<file path="config.mk">
export PLATFORM = sky130hd
export DESIGN_NAME = lsu_split
export DESIGN_NICKNAME = d
export VERILOG_FILES = /design/src/rtl/lsu_split.sv
export SDC_FILE = /design/constraint.sdc
export NUM_CORES = 1
export LEC_CHECK = 0
export ABC_AREA = 1
export CORE_UTILIZATION = 42
export DETAILED_ROUTE_END_ITERATION = 10
export PLACE_DENSITY_LB_ADDON = 0.05
export SKIP_LAST_GASP = 1
export SLEW_MARGIN = 20
export SYNTH_ARGS = -nofsm -noshare
export SYNTH_HDL_FRONTEND = slang
export SYNTH_SLANG_ARGS = --single-unit
export TNS_END_PERCENT = 100
</file>
<file path="constraint.sdc">
create_clock -name clk -period 1.9 [get_ports clk]
set_input_delay 0.57 -clock clk [delete_from_list [all_inputs] [get_ports clk]]
set_output_delay 0.57 -clock clk [all_outputs]
set_load 0.02 [all_outputs]
</file>
<file path="src/rtl/lsu_split.sv">
// Load/store unit: splits byte-addressed core accesses into word accesses with byte enables.
// Define LSU_MISALIGN_EN to split misaligned accesses in hardware; otherwise they raise err.
module lsu_split #(
  parameter int ADDR_W = 32
) (
  input  logic              clk,
  input  logic              rst,
  input  logic              req_valid,
  input  logic              req_we,
  input  logic [2:0]        req_funct3,
  input  logic [ADDR_W-1:0] req_addr,
  input  logic [31:0]       req_wdata,
  output logic              stall,
  output logic              rsp_valid,
  output logic [31:0]       rsp_rdata,
  output logic              err,
  output logic              mem_req,
  output logic              mem_we,
  output logic [3:0]        mem_be,
  output logic [ADDR_W-3:0] mem_addr,
  output logic [31:0]       mem_wdata,
  input  logic              mem_ready,
  input  logic [31:0]       mem_rdata
);

`ifdef LSU_MISALIGN_EN
  localparam int LANES = 8;
`else
  localparam int LANES = 4;
`endif
  localparam int DW = 8 * LANES;

  typedef enum logic [1:0] {IDLE, ACC0, ACC1, DONE} state_t;

  state_t            r_state;
  state_t            w_next;
  logic              r_we;
  logic [2:0]        r_funct3;
  logic [1:0]        r_off;
  logic [ADDR_W-3:0] r_word;
  logic [LANES-1:0]  r_be;
  logic [DW-1:0]     r_wd;
  logic              r_err;
  logic [31:0]       r_rsp;
`ifdef LSU_MISALIGN_EN
  logic [31:0]       r_lo;
`endif

  logic [1:0]        w_off;
  logic [3:0]        w_mask;
  logic              w_legal;
  logic              w_misal;
  logic [LANES-1:0]  w_be;
  logic [DW-1:0]     w_wd;
  logic [63:0]       w_cap64;
  logic [31:0]       w_aligned;
  logic [31:0]       w_ext;

  assign w_off = req_addr[1:0];

  always_comb begin
    w_legal = 1'b0;
    case (req_funct3)
      3'b000, 3'b001, 3'b010: w_legal = 1'b1;
      3'b100, 3'b101:         w_legal = ~req_we;
      default:                w_legal = 1'b0;
    endcase
  end

  always_comb begin
    w_mask = 4'hF;
    case (req_funct3[1:0])
      2'b00:   w_mask = 4'h1;
      2'b01:   w_mask = 4'h3;
      default: w_mask = 4'hF;
    endcase
  end

  // Lane placement; the upper half only exists when splitting is built in.
  assign w_be = LANES'({4'b0000, w_mask} << w_off);
  assign w_wd = DW'({32'h0, req_wdata} << {w_off, 3'b000});

`ifdef LSU_MISALIGN_EN
  assign w_misal = 1'b0;
`else
  assign w_misal = ((req_funct3[1:0] == 2'b01) && w_off[0]) ||
                   ((req_funct3[1:0] == 2'b10) && (w_off != 2'b00));
`endif

`ifdef LSU_MISALIGN_EN
  assign w_cap64 = (r_state == ACC1) ? {mem_rdata, r_lo} : {32'h0, mem_rdata};
`else
  assign w_cap64 = {32'h0, mem_rdata};
`endif
  assign w_aligned = 32'(w_cap64 >> {r_off, 3'b000});

  always_comb begin
    w_ext = 32'h0;
    case (r_funct3)
      3'b000:  w_ext = {{24{w_aligned[7]}}, w_aligned[7:0]};
      3'b001:  w_ext = {{16{w_aligned[15]}}, w_aligned[15:0]};
      3'b010:  w_ext = w_aligned;
      3'b100:  w_ext = {24'h0, w_aligned[7:0]};
      3'b101:  w_ext = {16'h0, w_aligned[15:0]};
      default: w_ext = 32'h0;
    endcase
  end

  always_comb begin
    w_next = r_state;
    case (r_state)
      IDLE: if (req_valid) w_next = (!w_legal || w_misal) ? DONE : ACC0;
`ifdef LSU_MISALIGN_EN
      ACC0: if (mem_ready) w_next = (r_be[7:4] != 4'h0) ? ACC1 : DONE;
      ACC1: if (mem_ready) w_next = DONE;
`else
      ACC0: if (mem_ready) w_next = DONE;
      ACC1: w_next = IDLE;
`endif
      DONE: w_next = IDLE;
      default: w_next = IDLE;
    endcase
  end

  always_comb begin
    stall     = 1'b0;
    rsp_valid = 1'b0;
    rsp_rdata = 32'h0;
    err       = 1'b0;
    mem_req   = 1'b0;
    mem_be    = 4'h0;
    mem_addr  = '0;
    mem_wdata = 32'h0;
    case (r_state)
      IDLE: stall = req_valid & ~rst;
      ACC0: begin
        stall     = 1'b1;
        mem_req   = 1'b1;
        mem_be    = r_be[3:0];
        mem_addr  = r_word;
        mem_wdata = r_wd[31:0];
      end
`ifdef LSU_MISALIGN_EN
      ACC1: begin
        stall     = 1'b1;
        mem_req   = 1'b1;
        mem_be    = r_be[7:4];
        mem_addr  = r_word + {{(ADDR_W-3){1'b0}}, 1'b1};
        mem_wdata = r_wd[63:32];
      end
`endif
      DONE: begin
        rsp_valid = 1'b1;
        rsp_rdata = r_rsp;
        err       = r_err;
      end
      default: ;
    endcase
  end

  assign mem_we = r_we;

  // The result is finalised on the edge that completes the last memory access.
  always_ff @(posedge clk) begin
    if (rst) begin
      r_state  <= IDLE;
      r_we     <= 1'b0;
      r_funct3 <= 3'b000;
      r_off    <= 2'b00;
      r_word   <= '0;
      r_be     <= '0;
      r_wd     <= '0;
      r_err    <= 1'b0;
      r_rsp    <= 32'h0;
`ifdef LSU_MISALIGN_EN
      r_lo     <= 32'h0;
`endif
    end else begin
      r_state <= w_next;
      if (r_state == IDLE && req_valid) begin
        r_we     <= req_we;
        r_funct3 <= req_funct3;
        r_off    <= w_off;
        r_word   <= req_addr[ADDR_W-1:2];
        r_be     <= w_be;
        r_wd     <= w_wd;
        r_err    <= !w_legal || w_misal;
        r_rsp    <= 32'h0;
      end
`ifdef LSU_MISALIGN_EN
      if (r_state == ACC0 && mem_ready) r_lo <= mem_rdata;
`endif
      if ((r_state == ACC0 || r_state == ACC1) && mem_ready && w_next == DONE)
        r_rsp <= r_we ? 32'h0 : w_ext;
    end
  end

endmodule

</file>
* After elaboration in Yosys (flattened, before gate mapping)
Cells that the tools add are included.
** Cells by class
- Reduce and logical (&&, ||, !) cells :: 18
- Mux-type cells :: 18
- Equal/unequal tests :: 14
- Shift operators :: 3
- Bitwise logic cells :: 3
** Operator list (number)
- $mux W32 :: 5
- $pmux W32 S5 :: 1
- $shl A32 B5 Y32 :: 1
- $shr A32 B5 Y32 :: 1
- $mux W30 :: 1
- $eq A3 B3 Y1 const B :: 4
- $eq A2 B2 Y1 const B :: 4
- $pmux W4 S2 :: 1
- $eq A3 B1 Y1 const B :: 2
- $eq A3 B2 Y1 const B :: 2
- $logic_not A3 Y1 :: 2
- $mux W2 :: 3
- $pmux W2 S3 :: 1
- $logic_and A1 B1 Y1 :: 5
- $eq A2 B1 Y1 const B :: 2
- $logic_not A2 Y1 :: 2
- $mux W4 :: 1
- $pmux W1 S2 :: 2
- $reduce_bool A2 Y1 :: 2
- $reduce_or A2 Y1 :: 2
- $shl A4 B2 Y4 :: 1
- $logic_or A1 B1 Y1 :: 3
- $mux W1 :: 3
- $reduce_or A3 Y1 :: 1
- 3 further kinds :: 4
** Word-level totals
- Logic and storage cells :: 65
- Bits in registers :: 107
- Output and inout port bits :: 103
- Input port bits :: 104

* Logic depth before layout (Yosys ltp)
- Word-level depth :: 11
- Depth in mapped cells :: 11
- Gate-level depth less buffers :: 11

* Least setup slack after synthesis
OpenSTA, ideal clock, no wires.
- Path type :: register to output
- Start point :: reg r_state[1]
- End point :: out mem_addr[10]
- Path slack :: -0.270 ns
- Arrival time :: 1.600 ns
- Required time :: 1.330 ns
- Path buffers :: 3
- Stages on the path, launching flop included :: 8
- Cells stage by stage :: dfxtp_1 -> inv_1 -> ha_1 -> buf_2 -> clkbuf_1 -> buf_1 -> nand2_1 -> inv_1
** Between the ends
- Word-level cells in the longest chain between the ends :: 2
** Ends and longest elaborated chain
- start: declaration :: line 35 : state_t r_state;
- start signal: assignment :: line 179 : r_state <= w_next;
- $eq A2 B1 Y1 :: line 134 : case (r_state)
- $mux W30 :: line 134
- end: declaration :: line 20 : output logic [ADDR_W-3:0] mem_addr,
No other way between the ends.

* Worst setup path in the final report
- Start point :: reg r_state[1]
- End point :: out rsp_rdata[2]
** Between the ends
- Word-level cells in the longest chain between the ends :: 2
** Ends and longest elaborated chain
- $eq A2 B2 Y1 :: line 134
- $mux W32 :: line 134
- end: declaration :: line 15 : output logic [31:0] rsp_rdata,
No other way between the ends.

==> impl_metrics.env <==
export IMPL_p_per_area_nw_per_um2=705
export IMPL_cp_startpoint="r_state[1]"
export IMPL_start_util_pct=43.2
export IMPL_synthFlopType="dfxtp_1"
export IMPL_drive_above_1_share_pct=19.6
export IMPL_status="finished, violations left"
export IMPL_slowest_delay_ns=0.32
export IMPL_layout_commonest_cell="nand2_1"
export IMPL_syn_inst=979
export IMPL_drc=0
export IMPL_drv_cap=0
export IMPL_crit_path_max_fanout=4
export IMPL_die_y_um=122
export IMPL_rows=43
export IMPL_path_class="reg2out"
export IMPL_hold_class="reg2reg"
export IMPL_setup_violations_final=102
export IMPL_instances_no_fill=1387
export IMPL_critPathLaunchType="flop"
export IMPL_diodes=0
export IMPL_crit_top_cell="buf_4"
export IMPL_cts_root_buf="clkbuf_16"
export IMPL_numClockSinks=107
export IMPL_ys_types=32
export IMPL_fmax_mhz=467
export IMPL_synth_edff_count=0
export IMPL_dpl_hpwl_um=12900
export IMPL_hold_viol_final=0
export IMPL_cp_depth=7
export IMPL_grt_max_degree=75
export IMPL_clk_latency_ns=0.35
export IMPL_routed_wl_um=19400
export IMPL_drtIter0Drc=528
export IMPL_setup_ws_ns=-0.240
export IMPL_vdd_drop_max_uv=481
export IMPL_holdBufCountCts=0
export IMPL_fin_crit_sh_pct=113
export IMPL_regArea_um2=2150
export IMPL_reg2regPathDepth=10
export IMPL_async_flop_share_pct=0
export IMPL_p_leak_nw=4.59
export IMPL_r2r_end="r_rsp[20]"
export IMPL_cp_num_buf_inv=5
export IMPL_cp_slowest_cell="dfxtp_2"
export IMPL_r2r_slack_ns=0.02
export IMPL_viasPerCell=4.94
export IMPL_r2r_start="r_state[0]"
export IMPL_critical_path_cell_chain="buf_4, ha_4, buf_4, clkbuf_16, nand2_1, inv_1, buf_4"
export IMPL_boundaryPins=207
export IMPL_slew_viol_final=0
export IMPL_worst_pin_slew_ns=0.649
export IMPL_worstPathRequired_ns=1.33
export IMPL_violations="setup timing"
export IMPL_min_period_ns=2.14
export IMPL_synthesis_area_um2=6020
export IMPL_clk_pin_slew_ns=0.08
export IMPL_crit_end="rsp_rdata[2]"
export IMPL_setup_worst_path_end_class="output pin"
export IMPL_grt_pass1_vias=6009
export IMPL_cts_buffers=9
export IMPL_ant_nets=0
export IMPL_num_fill_cells=1362
export IMPL_fin_nets=1309
export IMPL_antenna_found_initial=0
export IMPL_htree_num_levels=3
export IMPL_area_growth_pct=51.6
export IMPL_wl_per_cell_um=14.0
export IMPL_vias=6848
export IMPL_max_slew_margin_pct=56.8
export IMPL_ys_ff_latch=107
export IMPL_arrival_ns=1.57
export IMPL_grt_pass1_wl_um=29500
export IMPL_overflow=0
export IMPL_cts_buffer_depth=2
export IMPL_track_usage_pct=25.3
export IMPL_avgSynthCellArea_um2=6.15
export IMPL_io_buffers=206
export IMPL_syn_nets=1086
export IMPL_multiInputGateArea_um2=3120
export IMPL_die_area_um2=14800
export IMPL_cp_top_family="buffers and inverters"
export IMPL_final_cell_mix="nand2_1 (269), inv_1 (124), dfxtp_1 (105), nor2_1 (101), clkdlybuf4s50_1 (100)"
export IMPL_seq_area_frac_synth_pct=35.6
export IMPL_synth_warnings=0
export IMPL_core_um2=13900
export IMPL_first_pass_iters=5
export IMPL_worstHoldStart="r_wd[8]"
export IMPL_place_ws_ns=-0.722
export IMPL_die_width_um=122
export IMPL_cts_tree="built"
export IMPL_rsz0062_at_grt="true"
export IMPL_gp_congestion=0.914
export IMPL_fin_skew_ns=0.00953
export IMPL_placed_cells=1354
==> layer usage <==
metal / wire length [um] / part of all wire [%] / global-route usage, % / vias up
met5: 0 / 0 / 0 / -
met4: 346 / 1.8 / 7.10 / 0
met3: 1190 / 6.1 / 5.29 / 26
met2: 9330 / 48 / 42.5 / 216
met1: 8550 / 44 / 32.4 / 3076
li1: - / - / - / 3530
==> synthesized netlist by cell type, types with 7 or more instances <==
library cell | n | area [um^2]
nor2_1 | 101 | 379
buf_2 | 18 | 90.1
a21oi_1 | 76 | 380
o21ai_0 | 57 | 285
buf_1 | 10 | 37.5
o21ai_1 | 10 | 50.1
inv_1 | 131 | 492
clkbuf_1 | 32 | 120
nand3_1 | 79 | 395
dfxtp_1 | 107 | 2140
inv_2 | 7 | 26.3
o311ai_1 | 8 | 70.1
nand4_1 | 24 | 150
nand2_1 | 277 | 1040
buf_6 | 8 | 90.1
==> flip-flops by register name, indices dropped and copies added, names as in the netlist <==
signal	flops
r_state	2
r_funct3	3
mem_we	1
r_word	30
r_off	2
r_err	1
r_be	4
r_rsp	32
r_wd	32
==> cell type report <==
type                            count  share of cell area, %
Multi-Input combinational cell    665                   34.2
Clock inverter                      6                  0.535
Inverter                          140                   5.87
Tap cell                          180                   2.47
Clock buffer                       10                   2.51
Timing Repair Buffer              279                   30.9
Sequential cell                   107                   23.5
==> worst register-to-register path: cells and delay by family, from the launching register on <==
| kind | cells | cell delay [ns] |
|---|---|---|
| compound gates | 1 | 0.09 |
| flops | 1 | 0.39 |
| simple gates | 4 | 0.46 |
| buf+inv | 4 | 0.60 |
| fa+ha+maj | 1 | 0.20 |
==> repair_timing <==
| action | 4_1_cts | 5_1_grt |
|---|---|---|
| gates cloned | 3 | 5 |
| gates resized for setup | 311 | 140 |
| buffers inserted | 2 | 9 |
| endpoints found under the setup margin | 173 | 203 |
| pin swaps | 0 | 5 |
==> kinds of logic after synthesis <==
group | synth area share, %
and+or+nand+nor | 35.5
buffers and inverters | 14.5
adders and majority gates | 0.623
DFF | 35.6
AOI/OAI and AO/OA | 13.8
==> how the worst min path moves through the flow <==
stage | cells after the start | slack (ns) | end
final | 2 | 0.47 | r_wd[8]
after global routing | 2 | 0.49 | r_be[2]
after CTS | 2 | 0.47 | r_wd[8]
after detailed placement | 2 | 0.46 | r_wd[8]
after global placement | 2 | 0.45 | r_wd[6]
after floorplan | 2 | 0.44 | r_err
==> power breakdown <==
group | switching [mW] | total [mW] | internal (mW) | leakage, nW
logic | 1.20 | 2.13 | 0.923 | 3.58
clock network | 0.886 | 1.79 | 0.905 | 0.131
registers | 0.103 | 2.52 | 2.42 | 0.876
total | 2.19 | 6.43 | 4.24 | 4.59
==> through the flow <==
stage	cell area, um^2	power, mW	hold WS, ns	util, %	setup TNS (ns)
final	9130	6.43	0.467	65.5	-16.02
after global routing	9130	6.79	0.486	65.5	-24.79
after CTS	8990	6.34	0.467	64.5	-25.86
after detailed placement	8520	4.48	0.455	61.1	-76.93
after global placement	8520	4.47	0.453	61.1	-75.69
after floorplan	6040	3.70	0.445	-	-0.657
No activity file was read; power rests on OpenSTA's default activity.
